===== src/rtl/three_input_or_gate_if.sv =====
// Signal bundle for the three-input OR monitor: operands and clear in,
// combinational result and registered status out.
interface three_input_or_gate_if #(
    parameter int WIDTH = 1,
    parameter int CNT_W = 16
);
    logic [WIDTH-1:0] a;
    logic [WIDTH-1:0] b;
    logic [WIDTH-1:0] c;
    logic             clr;
    logic [WIDTH-1:0] y;
    logic [WIDTH-1:0] y_q;
    logic             y_any;
    logic [WIDTH-1:0] y_rise;
    logic [CNT_W-1:0] hi_cnt;

    modport master (
        output a, b, c, clr,
        input  y, y_q, y_any, y_rise, hi_cnt
    );

    modport slave (
        input  a, b, c, clr,
        output y, y_q, y_any, y_rise, hi_cnt
    );
endinterface


===== src/rtl/three_input_or_gate.sv =====
// Bitwise three-input OR with a registered copy, per-lane rising-edge pulse
// and a saturating count of cycles in which any lane is high.
module three_input_or_gate #(
    parameter int WIDTH = 1,
    parameter int CNT_W = 16
) (
    input logic                   clk,
    input logic                   rst,
    three_input_or_gate_if.slave  bus
);
    localparam logic [CNT_W-1:0] CNT_MAX = '1;
    localparam logic [CNT_W-1:0] CNT_ONE = {{(CNT_W-1){1'b0}}, 1'b1};

    logic [WIDTH-1:0] y_comb;
    logic [WIDTH-1:0] y_q_r;
    logic [WIDTH-1:0] y_rise_r;
    logic             y_any_r;
    logic [CNT_W-1:0] hi_cnt_r;

    // Combinational path has no clock or reset dependence so the gate works stand-alone.
    assign y_comb = bus.a | bus.b | bus.c;

    always_ff @(posedge clk) begin
        if (rst) begin
            y_q_r    <= '0;
            y_any_r  <= 1'b0;
            y_rise_r <= '0;
            hi_cnt_r <= '0;
        end else begin
            y_q_r    <= y_comb;
            y_any_r  <= |y_comb;
            y_rise_r <= y_comb & ~y_q_r;
            if (bus.clr) begin
                hi_cnt_r <= '0;
            end else if ((|y_comb) && (hi_cnt_r != CNT_MAX)) begin
                hi_cnt_r <= hi_cnt_r + CNT_ONE;
            end
        end
    end

    assign bus.y      = y_comb;
    assign bus.y_q    = y_q_r;
    assign bus.y_any  = y_any_r;
    assign bus.y_rise = y_rise_r;
    assign bus.hi_cnt = hi_cnt_r;
endmodule


===== src/flat_wrapper.sv =====
// flat-port wrapper written by rule: the top's interface ports become plain ports
module three_input_or_gate_flat 
#(
    parameter int WIDTH = 1,
    parameter int CNT_W = 16
)
  (clk, rst, bus_a, bus_b, bus_c, bus_clr, bus_y, bus_y_q, bus_y_any, bus_y_rise, bus_hi_cnt);
  three_input_or_gate_if #(.WIDTH(WIDTH), .CNT_W(CNT_W)) bus_i ();
  input logic clk;
  input logic rst;
  input wire logic [$bits(bus_i.a)-1:0] bus_a;
  input wire logic [$bits(bus_i.b)-1:0] bus_b;
  input wire logic [$bits(bus_i.c)-1:0] bus_c;
  input wire logic [$bits(bus_i.clr)-1:0] bus_clr;
  output wire logic [$bits(bus_i.y)-1:0] bus_y;
  output wire logic [$bits(bus_i.y_q)-1:0] bus_y_q;
  output wire logic [$bits(bus_i.y_any)-1:0] bus_y_any;
  output wire logic [$bits(bus_i.y_rise)-1:0] bus_y_rise;
  output wire logic [$bits(bus_i.hi_cnt)-1:0] bus_hi_cnt;
  assign bus_i.a = bus_a;
  assign bus_i.b = bus_b;
  assign bus_i.c = bus_c;
  assign bus_i.clr = bus_clr;
  assign bus_y = bus_i.y;
  assign bus_y_q = bus_i.y_q;
  assign bus_y_any = bus_i.y_any;
  assign bus_y_rise = bus_i.y_rise;
  assign bus_hi_cnt = bus_i.hi_cnt;
  three_input_or_gate #(.WIDTH(WIDTH), .CNT_W(CNT_W)) u_core (.clk(clk), .rst(rst), .bus(bus_i));
endmodule

===== config.mk =====
export PLATFORM = sky130hd
export DESIGN_NAME = three_input_or_gate_flat
export DESIGN_NICKNAME = d
export VERILOG_FILES = /design/src/rtl/three_input_or_gate_if.sv /design/src/rtl/three_input_or_gate.sv /design/src/flat_wrapper.sv
export SDC_FILE = /design/constraint.sdc
export NUM_CORES = 1
export LEC_CHECK = 0
export BUFFER_PORTS_ARGS = -buffer_cell sky130_fd_sc_hd__buf_4
export CAP_MARGIN = 40
export CORE_MARGIN = 4
export CORE_UTILIZATION = 53
export DETAILED_ROUTE_END_ITERATION = 16
export PLACE_DENSITY_LB_ADDON = 0.1
export SYNTH_ARGS = -nofsm -noshare
export SYNTH_HDL_FRONTEND = slang
export SYNTH_SLANG_ARGS = --single-unit
export TNS_END_PERCENT = 1

===== constraint.sdc =====
create_clock -name clk -period 4.1 [get_ports clk]
set_input_delay 0.82 -clock clk [delete_from_list [all_inputs] [get_ports clk]]
set_output_delay 0.82 -clock clk [all_outputs]
set_load 0.005 [all_outputs]

======== Yosys cells after proc, flatten, opt, wreduce, memory -nomap -nowiden ========
Cells that the tools add are included.
operators by class
  add/sub/neg operators ................... 1
  equality and inequality tests ........... 1
  bitwise operators ....................... 4
  reduce and logical (&&, ||, !) cells .... 2
operators by type and width
  cell                                           number
  adder 16 x 1 -> 16 bit, second input constant  1
  != test 16 bit, second input constant          1
  bitwise OR 1 bit                               2
  OR reduction 2 bit                             1
  AND 1 bit                                      1
  logical AND 1 bit                              1
  NOT 1 bit                                      1
storage, ports and cells
  output and inout port bits .............. 20
  flip-flop bits (word level) ............. 18
  bits of input ports ..................... 6

======== Longest topological paths before layout ========
  depth after elaboration ................. 3
  mapped depth ............................ 6
  gate-level depth less buffers ........... 5

======== Worst setup path after synthesis ========
No wires, ideal clock.
  path kind ............................... input-to-output
  start point ............................. input bus_b
  end point ............................... output bus_y
  slack ................................... 1983 ps
  data arrival time ....................... 1297 ps
  cell stages on the path ................. 2
  path buffers ............................ 0
  path through ............................ nor3_1 -> inv_1
on the way
  cells in the longest elaborated chain, start to end .. 2
RTL lines
  item                            line                       text
  start, declared                 flat_wrapper.sv:12         input wire logic [$bits(bus_i.b)-1:0] bus_b;
  bitwise OR 1 bit (2 in series)  three_input_or_gate.sv:21  assign y_comb = bus.a | bus.b | bus.c;
  end, declared                   flat_wrapper.sv:15         output wire logic [$bits(bus_i.y)-1:0] bus_y;
Every way passes these cells.

======== Worst setup path in the final report ========
Same ends and word-level chain as after synthesis.

==> key figures <==
Run status
  • Run status: finished clean

Critical path
  • CP Class: primary input to output port
  • Worst reg-to-reg path cell count: 5
  • Crit path cell chain: buf_4 -> nor3_1 -> inv_1 -> buf_4
  • R2R Path End: u_core.bus.hi_cnt[15]
  • Data required, critical path: around 3300 ps
  • Worst R2R Start: u_core.bus.hi_cnt[9]
  • Crit end category: output port
  • FF-to-FF setup slack: ~2100 ps
  • Crit path max fanout: 6
  • Critical path startpoint category: primary input
  • Slowest CP cell: nor3_1
  • Worst path max stage delay: between 400 and 500 ps
  • Crit path launch: bus_b
  • Setup crit end: bus_y
  • WP depth: 4
  • Worst Path Arrival: 1630 ps
  • Delay-heaviest family, CP: simple AND/OR/NAND/NOR gates
  • Worst Path Buf+Inv: 3
  • CP dominant cell by count: buf_4

Detailed routing
  • Final ANT Viol Nets: 0
  • Via density: ~6.4
  • Drt wl/cell: 14.5 um
  • Vias: about 920
  • DR DRC count: 0
  • Initial DRC Count: 19
  • First drt pass iteration count: 4
  • WL final: 2070 um

Yosys
  • Area of the mapped netlist: about 900 sq um
  • Ys Warns: 0
  • Post-synthesis cell type count: 30
  • Synthesized flop and latch total: 18
  • Seq/Total Area, Yosys: 40.8%
  • Mean Syn Cell Area: ~8.6 sq um
  • Syn Nets: 110
  • Syn Inst Count: just over 100

Flow run
  • Max-cap violations: 0

Global routing
  • First-pass GRT wire length: 3570 um
  • Overall Global Routing Usage: a little under a fifth
  • Vias in the first global route: approximately 800
  • Global route overflow: 0
  • Antenna violations before repair: 0
  • Pin count of the biggest net entering global routing: 16

STA
  • # setup viols final: 0
  • Slew Limit Fails: 0
  • Setup TNS: 0 ps
  • Hold Vio Cnt, Final: 0
  • Tmin final: 2450 ps
  • Rel. slew slack: a little over half
  • F_max: approximately 410 MHz
  • Setup Skew: 1.24 ps
  • Worst hold slack: approximately 450 ps
  • Fin crit share: 59.7%
  • RSZ-0062 raised after global routing: no
  • Worst-Margin Slew: about 670 ps

Worst hold path
  • HP Class: flip-flop to flip-flop

Floorplanning
  • Initial Utilization: between 50% and 60%
  • Core ar.: roughly 1500 sq um
  • Rows: 14
  • Die height: 48.8 um
  • Io pins: 26
  • Die ar.: 2380 sq um
  • Die W: 48.8 um

Final layout
  • Nets: 135
  • Layout cell share with drive strength beyond 1: between 20% and 30%
  • Number of antenna diodes: 0
  • P&R area growth vs syn: 24.8%

CTS
  • H-tree levels: 1
  • Worst skew pair latency: around 300 ps
  • Root Driver: clkbuf_4
  • CTS resizes: 0
  • Setup Fix Bufs, Post-CTS: 0
  • CTS tree: yes
  • Clk slew on worst S/H paths: approximately 100 ps
  • Post-CTS Hold Buffers: 0
  • Total CTS buffers: 3
  • Clk sink count: 18
  • CTS max path bufs: 2

Placed design
  • Post-DP HPWL: 1410 um
  • GP Congestion: approximately 0.8
  • Number of port buffers: 25

Power
  • Leak Pwr: between 0.0003 and 0.0004 uW
  • Pwr dens: about 280 nW/um^2
  • Peak supply drop: between 0.15 and 0.2 mV
per-stage QoR:
stage,area [sq um],worst slack (ps),util (%),instances,power [uW]
6_report,1100,1650,71.5,143,307
5_1_grt,1100,1500,71.5,143,319
4_1_cts,1100,1630,71.5,143,308
3_5_place_dp,1070,1640,69.2,139,200
3_3_place_gp,1060,1660,68.7,138,200
2_1_floorplan,883,1980,-,103,190
worst min-delay path by stage:
| stage | startpoint | end | slack (ps) | depth (start not counted) |
|---|---|---|---|---|
| 6_report | u_core.bus.y_q | u_core.bus.y_rise | 450 | 1 |
| 3_5_place_dp | u_core.bus.y_q | u_core.bus.y_rise | 430 | 1 |
| 2_1_floorplan | u_core.bus.y_q | u_core.bus.y_rise | 440 | 1 |
| 3_3_place_gp | u_core.bus.y_q | u_core.bus.y_rise | 440 | 1 |
| 4_1_cts | u_core.bus.y_q | u_core.bus.y_rise | 450 | 1 |
| 5_1_grt | u_core.bus.y_q | u_core.bus.y_rise | 460 | 1 |
layer usage:
metal  track usage, %  part of all wire, %  up-vias  wire length [um]
met1             22.9                   45      431               928
met3             3.98                  7.1        6               148
met5                0                    0        -                 0
met2             29.3                   46       32               955
li1                 -                    -      448                 -
met4             8.07                  1.9        0                40
registers in the layout, summed over array words and instances (netlist names):
| signal | cells |
|---|---|
| u_core.bus.hi_cnt | 16 |
| u_core.bus.y_q | 1 |
| u_core.bus.y_rise | 1 |
placed cells by master (no fill, tap or decap), drive strengths merged:
cell type	synthesis	layout
o21ai	5	5
a21oi	13	13
dfxtp	18	18
o211ai	1	1
nand3b	1	1
nor3	2	2
a211oi	1	1
clkbuf	3	4
nor4	2	2
nor2	3	3
inv	4	4
o31ai	7	7
nand4	5	5
ha	1	1
nand3	5	5
or4	5	5
o31a	1	1
and2b	1	1
or2	5	5
buf	3	26
or3	6	6
o311ai	3	3
nand2	4	4
and4	1	1
o211a	1	1
o41ai	2	2
worst reg2reg max path, delay by kind of cell (launching register included):
| family | cells | cell delay (ps) |
|---|---|---|
| compound gates | 1 | 50 |
| simple gates | 3 | 1070 |
| flops | 1 | 460 |
| buf+inv | 1 | 280 |
final cells by class:
class | instances | area [sq um]
clock buffer | 4 | 36.3
timing repair buffer | 26 | 195
tap | 16 | 20.0
fill | 121 | 439
sequential | 18 | 360
inverter | 4 | 15.0
multi-input combinational | 75 | 475
cells in the mapped netlist:
cell	number	share of area (%)
or2_2	5	3.5
or3_2	1	0.85
nor4_1	1	0.71
nor4_2	1	1.4
nor2_1	3	1.3
inv_1	4	1.7
o31ai_1	7	5.9
nor3_1	2	1.1
nand2_1	4	1.7
nand4_1	5	3.5
dfxtp_1	18	41
clkbuf_2	1	0.57
o211ai_1	1	0.85
a21oi_1	13	7.4
or3_1	5	3.5
o211a_1	1	1.1
ha_1	1	1.4
o21ai_0	5	2.8
o41ai_1	2	2.0
buf_2	1	0.57
a211oi_1	1	0.85
o31a_1	1	0.99
buf_4	2	1.7
nand3b_1	1	0.85
and2b_1	1	0.85
nand3_1	5	2.8
or4_1	5	4.2
o311ai_0	3	3.0
and4_1	1	0.99
clkbuf_1	2	0.85
power breakdown:
group | switching, uW | total (uW) | internal, uW | leakage (uW)
Combinational | 8.03 | 17.2 | 9.17 | 0.000222
Sequential | 1.68 | 179 | 177 | 0.000146
Clock | 57.0 | 111 | 54.2 | 0.0000210
Total | 66.7 | 307 | 240 | 0.000388
logic make-up after synthesis:
group	synth area share, %
and+or+nand+nor	27.5
buffers and inverters	5.38
DFF	40.8
AOI/OAI and AO/OA	24.9
adders and majority gates	1.42
No activity file was read; power rests on OpenSTA's default activity.
